==> src/rtl/mem_arbiter.sv <==
// Two-master memory arbiter: instruction fetch and data port share one memory bus.
// Ties alternate between masters; a stuck bus ends in a sticky error state cleared only by reset.
module mem_arbiter #(
    parameter int MAX_WAIT = 255
) (
    input  logic        clk,
    input  logic        rst,
    input  logic        i_req,
    input  logic [31:0] i_addr,
    output logic [31:0] i_rdata,
    output logic        i_ack,
    input  logic        d_re,
    input  logic        d_we,
    input  logic [31:0] d_addr,
    input  logic [31:0] d_wdata,
    input  logic [3:0]  d_be,
    output logic [31:0] d_rdata,
    output logic        d_ack,
    output logic        mem_req,
    output logic        mem_we,
    output logic [31:0] mem_addr,
    output logic [31:0] mem_wdata,
    output logic [3:0]  mem_be,
    input  logic [31:0] mem_rdata,
    input  logic        mem_ready,
    output logic        hold,
    output logic        timeout_err
);

    localparam int CW = ($clog2(MAX_WAIT + 1) > 8) ? $clog2(MAX_WAIT + 1) : 8;

    typedef enum logic [2:0] {
        IDLE    = 3'd0,
        GRANT_I = 3'd1,
        GRANT_D = 3'd2,
        RESP    = 3'd3,
        ERR     = 3'd4
    } state_t;

    state_t        state;
    state_t        state_next;
    logic          last_grant_d;
    logic [CW-1:0] wait_cnt;
    logic          d_pending;
    logic          any_req;
    logic          pick_d;
    logic          in_grant;
    logic          wait_expire;

    assign d_pending = d_re | d_we;
    assign any_req   = i_req | d_pending;
    assign in_grant  = (state == GRANT_I) || (state == GRANT_D);

    // On a tie the master that did not win last time gets the bus.
    always_comb begin
        pick_d = 1'b0;
        if (d_pending && !i_req) begin
            pick_d = 1'b1;
        end else if (d_pending && i_req) begin
            pick_d = !last_grant_d;
        end
    end

    // A ready in the final allowed cycle beats the timeout.
    assign wait_expire = in_grant && !mem_ready && (wait_cnt == CW'(MAX_WAIT - 1));

    always_ff @(posedge clk) begin
        if (rst) begin
            state <= IDLE;
        end else begin
            state <= state_next;
        end
    end

    always_comb begin
        state_next = state;
        case (state)
            IDLE: begin
                if (any_req) begin
                    state_next = pick_d ? GRANT_D : GRANT_I;
                end
            end
            GRANT_I, GRANT_D: begin
                if (mem_ready) begin
                    state_next = RESP;
                end else if (wait_expire) begin
                    state_next = ERR;
                end
            end
            RESP:    state_next = IDLE;
            ERR:     state_next = ERR;
            default: state_next = IDLE;
        endcase
    end

    always_ff @(posedge clk) begin
        if (rst) begin
            last_grant_d <= 1'b0;
            wait_cnt     <= '0;
            mem_req      <= 1'b0;
            mem_we       <= 1'b0;
            mem_addr     <= '0;
            mem_wdata    <= '0;
            mem_be       <= '0;
            i_rdata      <= '0;
            d_rdata      <= '0;
            i_ack        <= 1'b0;
            d_ack        <= 1'b0;
            timeout_err  <= 1'b0;
        end else begin
            i_ack <= 1'b0;
            d_ack <= 1'b0;
            case (state)
                IDLE: begin
                    if (any_req) begin
                        wait_cnt <= '0;
                        mem_req  <= 1'b1;
                        if (pick_d) begin
                            mem_we    <= d_we;
                            mem_addr  <= d_addr;
                            mem_wdata <= d_wdata;
                            mem_be    <= d_be;
                        end else begin
                            mem_we    <= 1'b0;
                            mem_addr  <= i_addr;
                            mem_wdata <= '0;
                            mem_be    <= 4'hF;
                        end
                    end
                end
                GRANT_I, GRANT_D: begin
                    if (mem_ready) begin
                        mem_req      <= 1'b0;
                        last_grant_d <= (state == GRANT_D);
                        if (state == GRANT_I) begin
                            i_rdata <= mem_rdata;
                            i_ack   <= 1'b1;
                        end else begin
                            d_ack <= 1'b1;
                            // Writes (including re+we together) leave load data untouched.
                            if (!mem_we) begin
                                d_rdata <= mem_rdata;
                            end
                        end
                    end else if (wait_expire) begin
                        mem_req     <= 1'b0;
                        timeout_err <= 1'b1;
                    end else begin
                        wait_cnt <= wait_cnt + CW'(1);
                    end
                end
                default: begin
                end
            endcase
        end
    end

    assign hold = (any_req & ~(i_ack | d_ack)) | (state == ERR);

endmodule

==> config.mk <==
export PLATFORM = sky130hd
export DESIGN_NAME = mem_arbiter
export DESIGN_NICKNAME = d
export VERILOG_FILES = /design/src/rtl/mem_arbiter.sv
export SDC_FILE = /design/constraint.sdc
export NUM_CORES = 1
export LEC_CHECK = 0
export ABC_CLOCK_PERIOD_IN_PS = 1600
export BUFFER_PORTS_ARGS = -buffer_cell sky130_fd_sc_hd__buf_2
export CAP_MARGIN = 5
export CORE_ASPECT_RATIO = 0.8
export CORE_MARGIN = 2
export CORE_UTILIZATION = 40
export CTS_BUF_LIST = sky130_fd_sc_hd__clkbuf_4 sky130_fd_sc_hd__clkbuf_8 sky130_fd_sc_hd__clkbuf_16
export CTS_CLUSTER_SIZE = 10
export DETAILED_ROUTE_END_ITERATION = 12
export PLACE_DENSITY = 0.75
export SYNTH_ARGS = -nofsm -noshare
export SYNTH_HDL_FRONTEND = slang
export SYNTH_SLANG_ARGS = --single-unit
export TNS_END_PERCENT = 30
==> constraint.sdc <==
create_clock -name clk -period 1.6 [get_ports clk]
set_input_delay 0.08 -clock clk [delete_from_list [all_inputs] [get_ports clk]]
set_output_delay 0.08 -clock clk [all_outputs]
set_load 0.03 [all_outputs]
==> impl_metrics.env <==
export IMPL_rows=38
export IMPL_viasPerCell=5.01
export IMPL_area_growth_pct=55.7
export IMPL_reg2regPathDepth=5
export IMPL_finalCritPeriodShare_pct=96.5
export IMPL_antenna_found_initial=0
export IMPL_vias=6050
export IMPL_clockBufferDepth=2
export IMPL_syn_nets=801
export IMPL_max_vdd_ir_drop_mv=0.963
export IMPL_cp_slowest_cell="or3_4"
export IMPL_final_fill_count=1079
export IMPL_timing_fmax_mhz=648
export IMPL_wire_per_inst_um=15.1
export IMPL_busiest_layer="met2"
export IMPL_grtUsageMet3_pct=5.46
export IMPL_layout_common_cells="buf_2 (273), dfxtp_1 (145), nand2_1 (142)"
export IMPL_yosysWarnings=0
export IMPL_layout_commonest_cell="buf_2"
export IMPL_synth_edff_count=0
export IMPL_multi_input_area_mm2=0.00255
export IMPL_drc=0
export IMPL_rr_startpoint="state[0]"
export IMPL_n_antenna_cell=0
export IMPL_hold_path_class="primary input to register"
export IMPL_pin_count=276
export IMPL_required_ns=1.91
export IMPL_cp_cell_sequence="or3_4 > nor2_4 > buf_12 > nor2_1 > a211oi_1"
export IMPL_nNetsFinal=1154
export IMPL_avgSynthCellArea_um2=8.60
export IMPL_crit_path_end_kind="register"
export IMPL_finalPower_w=0.0155
export IMPL_relSlewSlack_pct=51.0
export IMPL_drt_iter0_drc=418
export IMPL_die_x_um=137
export IMPL_p_per_area_mw_per_mm2=1750
export IMPL_grt_usage_pct=23.6
export IMPL_postCtsSetupBuffers=0
export IMPL_design_core_area_mm2=0.0137
export IMPL_period_needed_ns=1.54
export IMPL_netlist_instances=661
export IMPL_cts_buffers=17
export IMPL_syn_area_mm2=0.00569
export IMPL_clock_latency_ns=0.41
export IMPL_clk_pin_slew_ns=0.07
export IMPL_dp_hpwl_mm=11.3
export IMPL_finalSetupViolCount=0
export IMPL_setup_tns_ns=0
export IMPL_dr_pass1_iters=7
export IMPL_cp_top_family="simple AND/OR/NAND/NOR gates"
export IMPL_layout_drive_gt1_share_pct=35.1
export IMPL_grt_first_pass_wirelength_mm=28.9
export IMPL_timing_critical_path_buf_inv=1
export IMPL_final_util_pct=64.4
export IMPL_postRouteAntennaNets=0
export IMPL_yosysSeqAreaShare_pct=52.5
export IMPL_grt_pass1_vias=5867
export IMPL_max_stage_delay_ns=0.42
export IMPL_synth_cell_types=42
export IMPL_synth_ff_type="dfxtp_1"
export IMPL_status="finished, final reports clean"
export IMPL_crit_fanout=39
export IMPL_grt_ovfl_total=0
export IMPL_cts_tree="yes"
export IMPL_hold_path_depth=3
export IMPL_arrival_ns=1.86
export IMPL_clock_skew_ns=0.00994
export IMPL_ys_seq_elements=149
export IMPL_worst_setup_path_type="register to register"
export IMPL_die_area_mm2=0.0152
export IMPL_grtUsageMet1_pct=29.0
export IMPL_async_flop_share_pct=0
export IMPL_numPortBuffers=275
export IMPL_clock_sinks=149
export IMPL_routed_wl_mm=18.2
export IMPL_cap_violations=0
export IMPL_worst_pin_slew_ns=0.730
export IMPL_grt_use_met2_pct=39.8
export IMPL_cts_max_level=4
export IMPL_die_h_um=111
export IMPL_r2r_end="mem_addr[3]"
export IMPL_drv_slew=0
export IMPL_clock_root_buffer="clkbuf_16"
export IMPL_initial_utilization_pct=41.4
export IMPL_leakage_nw=4.03
export IMPL_r2r_setup_slack_ns=0.06
export IMPL_seqCellArea_mm2=0.00299
export IMPL_hold_viol_final=0
export IMPL_worstHoldStart="i_addr[27]"
export IMPL_start_kind="register"
export IMPL_grt_max_degree=140
export IMPL_place_congestion=0.804
export IMPL_hold_end="mem_addr[27]"
worst reg2reg max path, delay by kind of cell, from the launching register on:
family          cells  cell delay, ns
flops               1            0.35
simple gates        3            0.66
buf+inv             1            0.21
compound gates      1            0.23
worst max-delay path by stage:
stage	from	to	slack (ns)	cells after the start
finish	state[0]	mem_addr[3]	0.06	5
global route	wait_cnt[0]	wait_cnt[3]	-0.009	6
CTS	wait_cnt[0]	wait_cnt[3]	0.01	6
detailed placement	state[2]	mem_addr[7]	0.004	5
global placement	wait_cnt[0]	wait_cnt[3]	0.04	6
floorplan	wait_cnt[0]	wait_cnt[3]	0.01	6
flip-flops by register name (all words and copies together) (netlist names):
| register | flops |
|---|---|
| mem_addr | 32 |
| state | 3 |
| wait_cnt | 8 |
| mem_req | 1 |
| mem_wdata | 32 |
| last_grant_d | 1 |
| mem_we | 1 |
| mem_be | 4 |
| d_ack | 1 |
| i_ack | 1 |
| d_rdata | 32 |
| i_rdata | 32 |
| timeout_err | 1 |
through the flow:
step / hold WS, ns / cell area, um^2 / instances / setup WS [ns]
after floorplan: 0.216 / 5690 / 661 / 0.0128
after global placement: 0.310 / 7480 / 1098 / 0.0443
after detailed placement: 0.321 / 7480 / 1098 / 0.00412
after CTS: 0.000243 / 8810 / 1207 / 0.0119
after global routing: 0.0135 / 8850 / 1207 / -0.00885
final: 0.00964 / 8850 / 1207 / 0.0563
report_power, final:
| group | switching [W] | total (W) | internal (W) |
|---|---|---|---|
| Clock | 0.00168 | 0.00373 | 0.00205 |
| Sequential | 0.000494 | 0.00510 | 0.00461 |
| Combinational | 0.00427 | 0.00666 | 0.00239 |
| Total | 0.00645 | 0.0155 | 0.00905 |
what timing repair did:
item                                    4_1_cts  5_1_grt
hold buffers                                 77        0
pin swaps                                     0        4
gates resized for setup                       2       14
endpoints found under the hold margin       109        0
endpoints found under the setup margin        2       85
synth_stat cells, drive strengths merged (2+ instances only):
| cell | n | area, um^2 |
|---|---|---|
| o22ai | 6 | 37.5 |
| mux2i | 34 | 340 |
| ha | 2 | 25.0 |
| nand2 | 142 | 533 |
| or4 | 2 | 15.0 |
| o21ai | 4 | 20.0 |
| nand2b | 2 | 12.5 |
| a22oi | 32 | 240 |
| nand3 | 6 | 30.0 |
| clkbuf | 34 | 129 |
| a31oi | 3 | 18.8 |
| a21oi | 73 | 365 |
| a31o | 2 | 17.5 |
| nor2 | 78 | 293 |
| o2bb2ai | 2 | 23.8 |
| a21o | 2 | 15.0 |
| dfxtp | 149 | 2980 |
| a211oi | 32 | 240 |
| nor3 | 8 | 40.0 |
| o211ai | 3 | 22.5 |
| buf | 17 | 85.1 |
| or3 | 4 | 25.0 |
| o31ai | 2 | 15.0 |
| nor2b | 3 | 18.8 |
| o21a | 2 | 15.0 |
| inv | 3 | 11.3 |
logic make-up (layout without fill, tap and decap cells):
kind of cell,after synthesis,in the layout,synth area share [%]
AO/OA/AOI/OAI,168,168,18.9
XOR/XNOR,2,2,0.308
adder cells (fa/ha/maj),2,2,0.440
buffers and inverters,54,420,3.96
flip-flops,149,149,52.5
multiplexers,34,34,5.99
AND/OR/NAND/NOR,252,252,17.9
area by class of cell:
cell class	count	share of cell area, %
multi-input cells	458	28.8
clock buffers	18	4.89
inverters	3	0.127
flip-flops and latches	149	33.8
repair buffers	385	28.5
clock inverters	14	1.34
well taps	180	2.54
metal layers:
metal | routed length [um] | up-vias
met5 | 0 | -
met4 | 437 | 0
met3 | 1170 | 37
met2 | 8820 | 255
met1 | 7760 | 2759
li1 | - | 2999
Note: power is estimated with default switching activity, not from simulation.
